### config.mk
export PLATFORM = sky130hd
export DESIGN_NAME = hall_call_queue_flat
export DESIGN_NICKNAME = d
export VERILOG_FILES = /design/src/rtl/hall_call_queue_pkg.sv /design/src/rtl/hall_call_queue_if.sv /design/src/rtl/hall_call_queue_sel.sv /design/src/rtl/hall_call_queue.sv /design/src/flat_wrapper.sv
export SDC_FILE = /design/constraint.sdc
export NUM_CORES = 1
export LEC_CHECK = 0
export BUFFER_PORTS_ARGS = -buffer_cell sky130_fd_sc_hd__buf_4
export CORE_UTILIZATION = 45
export DETAILED_ROUTE_END_ITERATION = 8
export GPL_ROUTABILITY_DRIVEN = 0
export MAX_ROUTING_LAYER = met4
export SYNTH_ARGS = -nofsm -noshare
export SYNTH_HDL_FRONTEND = slang
export SYNTH_SLANG_ARGS = --single-unit
### constraint.sdc
create_clock -name clk -period 6.7 [get_ports clk]
set_clock_uncertainty 0.15 [all_clocks]
set_input_delay 0 -clock clk [delete_from_list [all_inputs] [get_ports clk]]
set_output_delay 0 -clock clk [all_outputs]
set_load 0.05 [all_outputs]
### src/rtl/hall_call_queue_pkg.sv
// Shared call codes, button indices, directions and FSM states
// for the hall-call queue and its selector.
package hall_call_queue_pkg;

  localparam logic [2:0] NO_CALL = 3'b000;
  localparam logic [2:0] C_1U = 3'b001;
  localparam logic [2:0] C_2U = 3'b010;
  localparam logic [2:0] C_3U = 3'b011;
  localparam logic [2:0] C_2D = 3'b110;
  localparam logic [2:0] C_3D = 3'b111;
  localparam logic [2:0] C_4D = 3'b100;

  localparam int B_1U = 0;
  localparam int B_2U = 1;
  localparam int B_3U = 2;
  localparam int B_2D = 3;
  localparam int B_3D = 4;
  localparam int B_4D = 5;

  localparam logic DIR_UP   = 1'b0;
  localparam logic DIR_DOWN = 1'b1;

  typedef enum logic [1:0] {
    IDLE, SELECT, ISSUE, CLEAR
  } state_e;

  function automatic logic [2:0] code_of(
    input logic [2:0] idx
  );
    case (idx)
      3'd0:    code_of = C_1U;
      3'd1:    code_of = C_2U;
      3'd2:    code_of = C_3U;
      3'd3:    code_of = C_2D;
      3'd4:    code_of = C_3D;
      3'd5:    code_of = C_4D;
      default: code_of = NO_CALL;
    endcase
  endfunction

  // floor code 00 is F4, so never compare raw bits
  function automatic logic [2:0] ord_of(
    input logic [1:0] f
  );
    return (f == 2'b00) ? 3'd4 : {1'b0, f};
  endfunction

  function automatic logic dir_of(
    input logic [2:0] idx
  );
    logic [2:0] c;
    c = code_of(idx);
    return c[2];
  endfunction

  function automatic logic [2:0] flr_of(
    input logic [2:0] idx
  );
    logic [2:0] c;
    c = code_of(idx);
    return ord_of(c[1:0]);
  endfunction

endpackage

### src/rtl/hall_call_queue_if.sv
// Button / lift-status / call-output bundle between the
// hall-call queue and its environment.
interface hall_call_queue_if;
  logic [5:0] btn;
  logic [1:0] lift_floor;
  logic       arrive;
  logic [2:0] call_out;
  logic       call_vld;
  logic [5:0] pending;
  logic       timeout_err;

  modport master (
    output btn, lift_floor, arrive,
    input  call_out, call_vld, pending, timeout_err
  );

  modport slave (
    input  btn, lift_floor, arrive,
    output call_out, call_vld, pending, timeout_err
  );
endinterface

### src/rtl/hall_call_queue_sel.sv
// SCAN picker: nearest call in sweep dir, then opposite dir,
// then lowest pending index. dir reports the pass that hit.
module hall_call_queue_sel
  import hall_call_queue_pkg::*;
(
  input  logic [5:0] pend,
  input  logic [1:0] lift_floor,
  input  logic       sweep,
  output logic [2:0] idx,
  output logic       dir,
  output logic       found
);

  function automatic logic [3:0] nearest(
    input logic [5:0] m,
    input logic [2:0] lo
  );
    logic [3:0] r;
    logic [2:0] best;
    logic [2:0] d;
    logic [2:0] fo;
    r    = '0;
    best = 3'd7;
    for (int i = 0; i < 6; i++) begin
      fo = flr_of(3'(i));
      d  = (fo > lo) ? fo - lo : lo - fo;
      if (m[i] && d < best) begin
        best = d;
        r    = {1'b1, 3'(i)};
      end
    end
    return r;
  endfunction

  logic [2:0] lo;
  logic [5:0] up_m, dn_m;
  logic [3:0] up_r, dn_r, first_r, second_r, any_r;

  always_comb begin
    lo   = ord_of(lift_floor);
    up_m = '0;
    dn_m = '0;
    for (int i = 0; i < 6; i++) begin
      up_m[i] = pend[i] &&
        ((dir_of(3'(i)) == DIR_UP &&
          flr_of(3'(i)) >= lo) || i == B_4D);
      dn_m[i] = pend[i] &&
        ((dir_of(3'(i)) == DIR_DOWN &&
          flr_of(3'(i)) <= lo) || i == B_1U);
    end
    up_r = nearest(up_m, lo);
    dn_r = nearest(dn_m, lo);
    first_r  = (sweep == DIR_UP) ? up_r : dn_r;
    second_r = (sweep == DIR_UP) ? dn_r : up_r;
    any_r = '0;
    for (int i = 5; i >= 0; i--) begin
      if (pend[i]) any_r = {1'b1, 3'(i)};
    end
  end

  always_comb begin
    idx   = '0;
    dir   = sweep;
    found = 1'b0;
    if (first_r[3]) begin
      idx   = first_r[2:0];
      found = 1'b1;
    end else if (second_r[3]) begin
      idx   = second_r[2:0];
      dir   = ~sweep;
      found = 1'b1;
    end else if (any_r[3]) begin
      idx   = any_r[2:0];
      dir   = dir_of(any_r[2:0]);
      found = 1'b1;
    end
  end

endmodule

### src/rtl/hall_call_queue.sv
// Hall-call latch + SCAN issue FSM feeding the lift controller.
// Define CALL_TIMEOUT_EN to drop calls left unserved too long.
module hall_call_queue
  import hall_call_queue_pkg::*;
#(
  parameter int TIMEOUT_CYC = 256,
  parameter int TO_W        = 8
) (
  input logic               clk,
  input logic               rst_n,
  hall_call_queue_if.slave  bus
);

  if (2 ** TO_W < TIMEOUT_CYC) begin : g_bad_to_w
    $error("TO_W too narrow for TIMEOUT_CYC");
  end

  state_e     state_q, state_d;
  logic [5:0] pend_q, pend_d;
  logic [2:0] call_out_q, call_out_d;
  logic       call_vld_q, call_vld_d;
  logic       sweep_q, sweep_d;
  logic       scan_q, scan_d;
  logic [2:0] idx_q, idx_d;
  logic       err_q, err_d;

  logic [5:0] clr_m;
  logic       clr_dir;
  logic       hit;
  logic       to_fire;
  logic [2:0] sel_idx;
  logic       sel_dir;
  logic       sel_found;

  hall_call_queue_sel u_sel (
    .pend       (pend_q),
    .lift_floor (bus.lift_floor),
    .sweep      (sweep_q),
    .idx        (sel_idx),
    .dir        (sel_dir),
    .found      (sel_found)
  );

  // while issuing, arrivals clear in the direction being served
  always_comb begin
    clr_dir = (state_q == ISSUE) ? scan_q : sweep_q;
    clr_m   = '0;
    if (bus.arrive) begin
      case (bus.lift_floor)
        2'b01:   clr_m[B_1U] = 1'b1;
        2'b10:   clr_m[clr_dir ? B_2D : B_2U] = 1'b1;
        2'b11:   clr_m[clr_dir ? B_3D : B_3U] = 1'b1;
        default: clr_m[B_4D] = 1'b1;
      endcase
    end
  end

  assign hit = (state_q == ISSUE) && clr_m[idx_q];

`ifdef CALL_TIMEOUT_EN
  logic [TO_W-1:0] cnt_q, cnt_d;

  always_comb begin
    cnt_d = cnt_q + 1'b1;
    if (state_q == SELECT) cnt_d = '0;
  end

  always_ff @(posedge clk) begin
    if (!rst_n) cnt_q <= '0;
    else        cnt_q <= cnt_d;
  end

  assign to_fire = (state_q == ISSUE) && !hit &&
                   (cnt_q == TO_W'(TIMEOUT_CYC - 1));
`else
  assign to_fire = 1'b0;
`endif

  always_comb begin
    pend_d     = (pend_q | bus.btn) & ~clr_m;
    state_d    = state_q;
    call_out_d = call_out_q;
    call_vld_d = call_vld_q;
    sweep_d    = sweep_q;
    scan_d     = scan_q;
    idx_d      = idx_q;
    err_d      = 1'b0;
    case (state_q)
      IDLE: begin
        if (pend_q != '0) state_d = SELECT;
      end
      SELECT: begin
        if (sel_found) begin
          call_out_d = code_of(sel_idx);
          call_vld_d = 1'b1;
          idx_d      = sel_idx;
          scan_d     = sel_dir;
          state_d    = ISSUE;
        end else begin
          state_d = IDLE;
        end
      end
      ISSUE: begin
        if (hit || to_fire) begin
          call_out_d = NO_CALL;
          call_vld_d = 1'b0;
          state_d    = CLEAR;
        end
        if (to_fire) begin
          pend_d[idx_q] = 1'b0;
          err_d         = 1'b1;
        end
      end
      default: begin
        if (!err_q) sweep_d = dir_of(idx_q);
        state_d = (pend_q != '0) ? SELECT : IDLE;
      end
    endcase
  end

  always_ff @(posedge clk) begin
    if (!rst_n) begin
      state_q    <= IDLE;
      pend_q     <= '0;
      call_out_q <= NO_CALL;
      call_vld_q <= 1'b0;
      sweep_q    <= DIR_UP;
      scan_q     <= DIR_UP;
      idx_q      <= '0;
      err_q      <= 1'b0;
    end else begin
      state_q    <= state_d;
      pend_q     <= pend_d;
      call_out_q <= call_out_d;
      call_vld_q <= call_vld_d;
      sweep_q    <= sweep_d;
      scan_q     <= scan_d;
      idx_q      <= idx_d;
      err_q      <= err_d;
    end
  end

  assign bus.call_out    = call_out_q;
  assign bus.call_vld    = call_vld_q;
  assign bus.pending     = pend_q;
  assign bus.timeout_err = err_q;

endmodule

### src/flat_wrapper.sv
// flat-port wrapper written by rule: the top's interface ports become plain ports
module hall_call_queue_flat import hall_call_queue_pkg::*;
#(
  parameter int TIMEOUT_CYC = 256,
  parameter int TO_W        = 8
)
  (clk, rst_n, bus_btn, bus_lift_floor, bus_arrive, bus_call_out, bus_call_vld, bus_pending, bus_timeout_err);
  hall_call_queue_if bus_i ();
  input logic clk;
  input logic rst_n;
  input wire logic [$bits(bus_i.btn)-1:0] bus_btn;
  input wire logic [$bits(bus_i.lift_floor)-1:0] bus_lift_floor;
  input wire logic [$bits(bus_i.arrive)-1:0] bus_arrive;
  output wire logic [$bits(bus_i.call_out)-1:0] bus_call_out;
  output wire logic [$bits(bus_i.call_vld)-1:0] bus_call_vld;
  output wire logic [$bits(bus_i.pending)-1:0] bus_pending;
  output wire logic [$bits(bus_i.timeout_err)-1:0] bus_timeout_err;
  assign bus_i.btn = bus_btn;
  assign bus_i.lift_floor = bus_lift_floor;
  assign bus_i.arrive = bus_arrive;
  assign bus_call_out = bus_i.call_out;
  assign bus_call_vld = bus_i.call_vld;
  assign bus_pending = bus_i.pending;
  assign bus_timeout_err = bus_i.timeout_err;
  hall_call_queue #(.TIMEOUT_CYC(TIMEOUT_CYC), .TO_W(TO_W)) u_core (.clk(clk), .rst_n(rst_n), .bus(bus_i));
endmodule
After elaboration in Yosys (flattened, before gate mapping)

Index checks and enable logic that the tools add are counted.

Register bits after elaboration: 17
Input bits: 11
Word-level logic and storage cells: 155

Add/subtract/negate cells: 8
Order comparisons: 22
Equal/unequal tests: 23
Mux-type cells: 63
Bitwise gates (word level): 4
Reduce and logical (&&, ||, !) cells: 28

Operators with widths:

| kind                                                         | count |
|---|---|
| >= comparator 32 x 1 -> 1 bit, second input constant         | 2 |
| < comparator 32 x 5 -> 1 bit, second input constant          | 2 |
| two-way mux 4 bit                                            | 16 |
| one-hot mux 3 bit (6 select lines)                           | 3 |
| two-way mux 3 bit                                            | 17 |
| == test 3 x 2 -> 1 bit, second input constant                | 6 |
| == test 3 bit, second input constant                         | 6 |
| < comparator 3 bit                                           | 6 |
| logical AND 1 bit                                            | 17 |
| two-way mux 1 bit                                            | 13 |
| == test 3 x 1 -> 1 bit, second input constant                | 3 |
| logical NOT 3 bit                                            | 3 |
| two-way mux 2 bit                                            | 4 |
| one-hot mux 4 bit (2 select lines)                           | 1 |
| AND 6 bit                                                    | 1 |
| demux 1 bit (select 3 bit)                                   | 2 |
| == test 2 bit, second input constant                         | 3 |
| >= comparator 2 x 3 -> 1 bit, first input constant           | 2 |
| greater-than comparator 2 x 3 -> 1 bit, first input constant | 2 |
| <= comparator 2 x 3 -> 1 bit, first input constant           | 2 |
| two-way mux 6 bit                                            | 1 |
| != test 2 x 1 -> 1 bit, second input constant                | 3 |
| NOT 6 bit                                                    | 1 |
| bitwise OR 6 bit                                             | 1 |
| other kinds (25)                                             | 31 |

Logic depth before layout (Yosys ltp)

Depth in word-level cells: 23
Gate-level depth with buffers: 21
Mapped depth without buffers: 20

Cells and area by module

A second synthesis with hierarchy kept.

Cells, all modules: 202
Area, all modules: 1562.7 um^2

By module, submodules not included:

| module              | instances | cells an instance | area each (um^2) |
|---|---|---|---|
| hall_call_queue     | 1         | 101               | 873.3 |
| hall_call_queue_sel | 1         | 101               | 689.4 |

Worst setup path after synthesis

Ideal clock, no wire load.

Path kind: register to register
Start point: reg u_core.pend_q[0] (netlist: u_core.bus.pending[0])
End point: reg u_core.call_out_q[1] (netlist: u_core.bus.call_out[1])
Setup time: 0.122 ns
Data arrival time: 3.975 ns
Required time: 6.428 ns
Setup slack: 2.453 ns
Stages on the path, launching flop included: 21
Buffers on the path: 2
Cells stage by stage: dfxtp_1 -> buf_2 -> clkbuf_1 -> ha_1 -> inv_1 -> o311ai_4 -> nand3_1 -> o21ai_0 -> ha_1 -> o21ai_0 -> nand2_1 -> a31oi_4 -> a21oi_1 -> ha_1 -> a211oi_1 -> o21a_1 -> nor2_4 -> a32oi_1 -> o21ai_2 -> a32oi_1 -> o21ai_1

Word-level cells in the longest chain between the ends: 19
Elaborated cells between the ends (all ways): 49

Ends and longest elaborated chain:

| item                                        | line                      | RTL |
|---|---|---|
| start, declared                             | hall_call_queue.sv:19     | `logic [5:0] pend_q, pend_d;` |
| start signal, assigned                      | hall_call_queue.sv:133    | `pend_q <= pend_d;` |
| logical AND 1 bit                           | hall_call_queue_sel.sv:44 | `up_m[i] = pend[i] &&` |
| logical AND 1 bit                           | hall_call_queue_sel.sv:27 | `if (m[i] && d < best) begin` |
| two-way mux 3 bit                           | hall_call_queue_sel.sv:27 |  |
| < comparator 3 bit                          | hall_call_queue_sel.sv:27 |  |
| logical AND 1 bit                           | hall_call_queue_sel.sv:27 |  |
| two-way mux 3 bit                           | hall_call_queue_sel.sv:27 |  |
| < comparator 3 bit                          | hall_call_queue_sel.sv:27 |  |
| logical AND 1 bit                           | hall_call_queue_sel.sv:27 |  |
| (+3 left out)                               | -                         |  |
| two-way mux 4 bit                           | hall_call_queue_sel.sv:27 |  |
| two-way mux 4 bit                           | hall_call_queue_sel.sv:54 | `second_r = (sweep == DIR_UP) ? dn_r : up_r;` |
| two-way mux 3 bit                           | hall_call_queue_sel.sv:68 | `end else if (second_r[3]) begin` |
| two-way mux 3 bit                           | hall_call_queue_sel.sv:65 | `if (first_r[3]) begin` |
| == test 3 bit, or another cell as far along | hall_call_queue_pkg.sv:30 | `case (idx)` |
| one-hot mux 3 bit (6 select lines)          | hall_call_queue_pkg.sv:30 |  |
| two-way mux 3 bit                           | hall_call_queue.sv:93     | `if (sel_found) begin` |
| one-hot mux 3 bit (2 select lines)          | hall_call_queue.sv:88     | `case (state_q)` |
| end signal, assigned                        | hall_call_queue.sv:134    | `call_out_q <= call_out_d;` |
| end, declared                               | hall_call_queue.sv:20     | `logic [2:0] call_out_q, call_out_d;` |

Parallel ways exist; a longest one is shown, timed or not. The select of a mux whose other input is x is not followed.
A chain may end at the register's enable or synchronous reset.

Final worst setup path

Ends and elaborated chain as after synthesis.

==> results.txt <==
The run finished with clean final reports. The detailed-route wire length per cell came out at 15.1 um. The later pin in the worst-skew pair is clocked with a latency of 0.26 ns. For the number of distinct library cell variants in the gate-level netlist after synthesis, the log shows 55. The dominant cell type by area after synthesis is sky130_fd_sc_hd__dfxtp_1. The post-route netlist has 18.8% of its cells at a drive strength greater than 1.

Setup violations remaining at the end of the flow were counted as 0. The count of final max-slew check failures came out at 0. Setup repair after global routing left no endpoint under its margin. The kind of start point of the critical path is a flip-flop. The total CTS buffers is 3. During synthesis, Yosys emitted a total of 0 warnings. TritonCTS built the clock tree. The tree built by TritonCTS fans out to 17 sinks. The total power divided by cell area came out at 260 nW/um2. The kind of path behind the tightest hold check was in2reg.

The horizontal die dimension was 63.4 um. The tools report the die outline area as 4020 um2. In the synthesized netlist the dominant register cell turns out to be sky130_fd_sc_hd__dfxtp_1.

Static timing analysis puts the maximum clock frequency at 0.227 GHz. The run gives 4300 um as the final wirelength. Dividing the detail-routed via count by the number of cells gives 5.76. The net count of the finished layout is 271. The arrival time reported for the critical path endpoint came out at 4.40 ns. After clock tree synthesis, the clock-pin slew on the worst setup and hold paths is 0.07 ns. After legalization and detailed placement, the total HPWL measured 3180 um. Summing internal, switching and leakage power gives 0.535 mW. In this run the critical register-to-register path is captured at u_core.bus.call_out[1]. Via count of the first global-routing pass: 1,516.

The number of levels in the clock H-tree is 1. In this run the core area contains 21 standard-cell rows. After the first detailed-routing iteration, the DRC count stood at 83. The tools report the placed standard-cell area as 1880 um2.

The worst hold path stage count is 3. For the global-route usage over all layers, the log shows 23.1%. The top cell types in the final layout, fill and taps aside, are sky130_fd_sc_hd__nand2_1, sky130_fd_sc_hd__ha_1, sky130_fd_sc_hd__buf_4, sky130_fd_sc_hd__dfxtp_1, sky130_fd_sc_hd__dlygate4sd3_1. The final critical-path required period is 4.40 ns, and the worst slew margin relative to its limit is 57.7%.

The average instance area after synthesis came out at 8.20 um2. The total congestion overflow is 0. In this run the biggest area consumer among cell types represents 20.1% of the synthesized area.

The repair_antennas step left the layout with diodes totalling 0. The first detailed-routing pass ran for 4 iterations. Summing every instance area after synthesis gives 1700 um2. The tools report the synthesized instance count as 207.

The share of flip-flops with an asynchronous set or reset is 0%. Pin placement for this block handled 22 I/O pins. The count of buffers added on input and output ports is 20. For this configuration, the core starts out at a cell density of 48.9%. The routed via count is 1,641, and the global-route wire length before repair is 7170 um.

Compared with the post-synthesis result, the final layout area differs by 21.1%. The number of hold-slack violations in the final timing report came out at 0. The detail route stage leaves a number of antenna-violating nets equal to 0.

The logs give 20 for the pin count of the biggest net entering global routing and 0 for the initial antenna violation count. In the final layout, the multi-input gates occupy 1290 um2. Max-cap violations in this run came to 0.

The tools report the root cell of the clock tree as sky130_fd_sc_hd__clkbuf_8. For the number of fillers in the final layout, the log shows 335. The slew of the pin with the lowest slew margin is 0.634 ns, and the reported leakage power is 0.894 nW.

The tools report the maximum number of buffers from clock root to sink as 2. With fillers left out, the area of the finished cells amounts to 2050 um2. The floorplan step set the die height to 63.4 um. Count of state elements after synthesis: 17.

The source of the worst register-to-register timing path is u_core.bus.pending[0]. Counting cells, the worst reg-to-reg path comes to 18. Sequential cells were found to cover 20.1% of the synthesized design area. The tools report the core area as 3470 um2.

In this run, synthesis inferred 0 flip-flops with an integrated enable. The total negative slack was 0 ns. The startpoint identified for the worst hold timing path is bus_lift_floor[1]. Summing all flip-flop and latch instances after layout gives 340 um2. The tools report the worst-case hold path end point as u_core.bus.pending[1]. The final critical path takes up 65.7% of the cycle.

The setup slack of the worst register-to-register path was 2.30 ns; the maximum fanout encountered on the critical timing path was 16. Across the VDD grid, the largest voltage drop is 117 uV. Ranked by total cell area, the synthesized netlist is headed by sky130_fd_sc_hd__dfxtp_1, sky130_fd_sc_hd__ha_1, sky130_fd_sc_hd__nand2_1. Buffers added to address setup during post-CTS repair amount to 0. STA classifies the critical path endpoint as a flip-flop. The critical path in this run is classified as reg2reg.

The worst path required time was 6.70 ns; the remaining design rule violation count was 0.
-- metrics by stage --
stage          std cells  setup WS [ns]  hold WS (ns)  util [%]
3_3_place_gp         268           2.53        0.0737      54.1
2_1_floorplan        210           2.45       -0.0122         -
5_1_grt              285           2.08        0.0705      59.2
3_5_place_dp         268           2.40        0.0787      54.1
6_report             285           2.30        0.0325      59.2
4_1_cts              285           2.38        0.0431      59.2
-- power breakdown --
part           internal (mW)  leakage (nW)  switching (mW)
clock network         0.0414        0.0255          0.0385
logic                  0.121         0.728           0.173
registers              0.127         0.141          0.0343
total                  0.289         0.894           0.246
-- area by class of cell --
type                    instances  share of cell area (%)
flip-flops and latches         17                    16.6
inverters                      10                    1.83
repair buffers                 33                    13.6
clock buffers                   3                    2.01
well taps                      46                    2.80
clock inverters                 1                   0.244
multi-input cells             175                    62.9
-- routing by layer --
metal  GRT usage [%]  up-vias  part of all wire (%)
met4            3.13        0                  0.30
met5               -        -                     0
met1            31.0      755                    49
met3            3.26        2                   5.9
met2            37.4       67                    45
li1                -      817                     -
-- worst max path at each step --
| stage | to | slack [ns] | cells after the start | start |
|---|---|---|---|---|
| after global placement | u_core.bus.call_out[1] | 2.53 | 18 | u_core.bus.pending[0] |
| final | u_core.bus.call_out[1] | 2.30 | 18 | u_core.bus.pending[0] |
| after CTS | u_core.bus.call_out[1] | 2.38 | 18 | u_core.bus.pending[0] |
| after detailed placement | u_core.bus.call_out[1] | 2.40 | 18 | u_core.bus.pending[0] |
| after floorplan | u_core.bus.call_out[1] | 2.45 | 20 | u_core.bus.pending[0] |
| after global routing | u_core.bus.call_out[2] | 2.08 | 17 | u_core.bus.pending[0] |
-- critical path, stage by stage, from the launching register on --
cell and delay, ns:
sky130_fd_sc_hd__dfxtp_1 0.73, sky130_fd_sc_hd__ha_1 0.28, sky130_fd_sc_hd__inv_1 0.07, sky130_fd_sc_hd__o311ai_4 0.40, sky130_fd_sc_hd__nand3_1 0.12, sky130_fd_sc_hd__o21ai_0 0.16
sky130_fd_sc_hd__ha_1 0.30, sky130_fd_sc_hd__o21ai_0 0.17, sky130_fd_sc_hd__nand2_1 0.14, sky130_fd_sc_hd__a31oi_4 0.26, sky130_fd_sc_hd__a21oi_1 0.10, sky130_fd_sc_hd__ha_1 0.20
sky130_fd_sc_hd__a211oi_1 0.33, sky130_fd_sc_hd__o21a_1 0.26, sky130_fd_sc_hd__nor2_4 0.06, sky130_fd_sc_hd__a32oi_1 0.22, sky130_fd_sc_hd__o21ai_2 0.11, sky130_fd_sc_hd__a32oi_1 0.15
sky130_fd_sc_hd__o21ai_1 0.08
-- synthesized netlist by cell type, drive strengths merged, types with 5 or more instances --
library cell,count
ha,20
nand2,20
dfxtp,17
o21ai,17
a21oi,13
nor2,12
inv,10
a31oi,8
nand2b,7
nand3,6
nor3b,6
nor2b,5
o211a,5
o211ai,5
-- flip-flops by register name, indices dropped and copies added (netlist names) --
register,count
u_core.state_q,2
u_core.bus.pending,6
u_core.bus.call_out,3
u_core.sweep_q,1
u_core.idx_q,3
u_core.scan_q,1
u_core.bus.call_vld,1
-- what timing repair did --
item | in CTS | in global routing
hold buffers | 13 | 0
setup endpoints to repair | 0 | 0
endpoints found under the hold margin | 16 | 0
gates resized for setup | 0 | 0
-- cells by family (layout without fill, tap and decap cells) --
family | after synthesis | in the layout | share of synthesized area [%]
AOI/OAI and AO/OA | 73 | 73 | 33.4
other | 1 | 4 | 0.221
muxes | 3 | 3 | 2.06
DFF | 17 | 17 | 20.1
xor gates and xnor gates | 2 | 2 | 1.03
and+or+nand+nor | 73 | 73 | 24.0
adders and majority gates | 20 | 20 | 14.7
buffers and inverters | 18 | 47 | 4.42
Note: power is estimated with default switching activity, not from simulation.
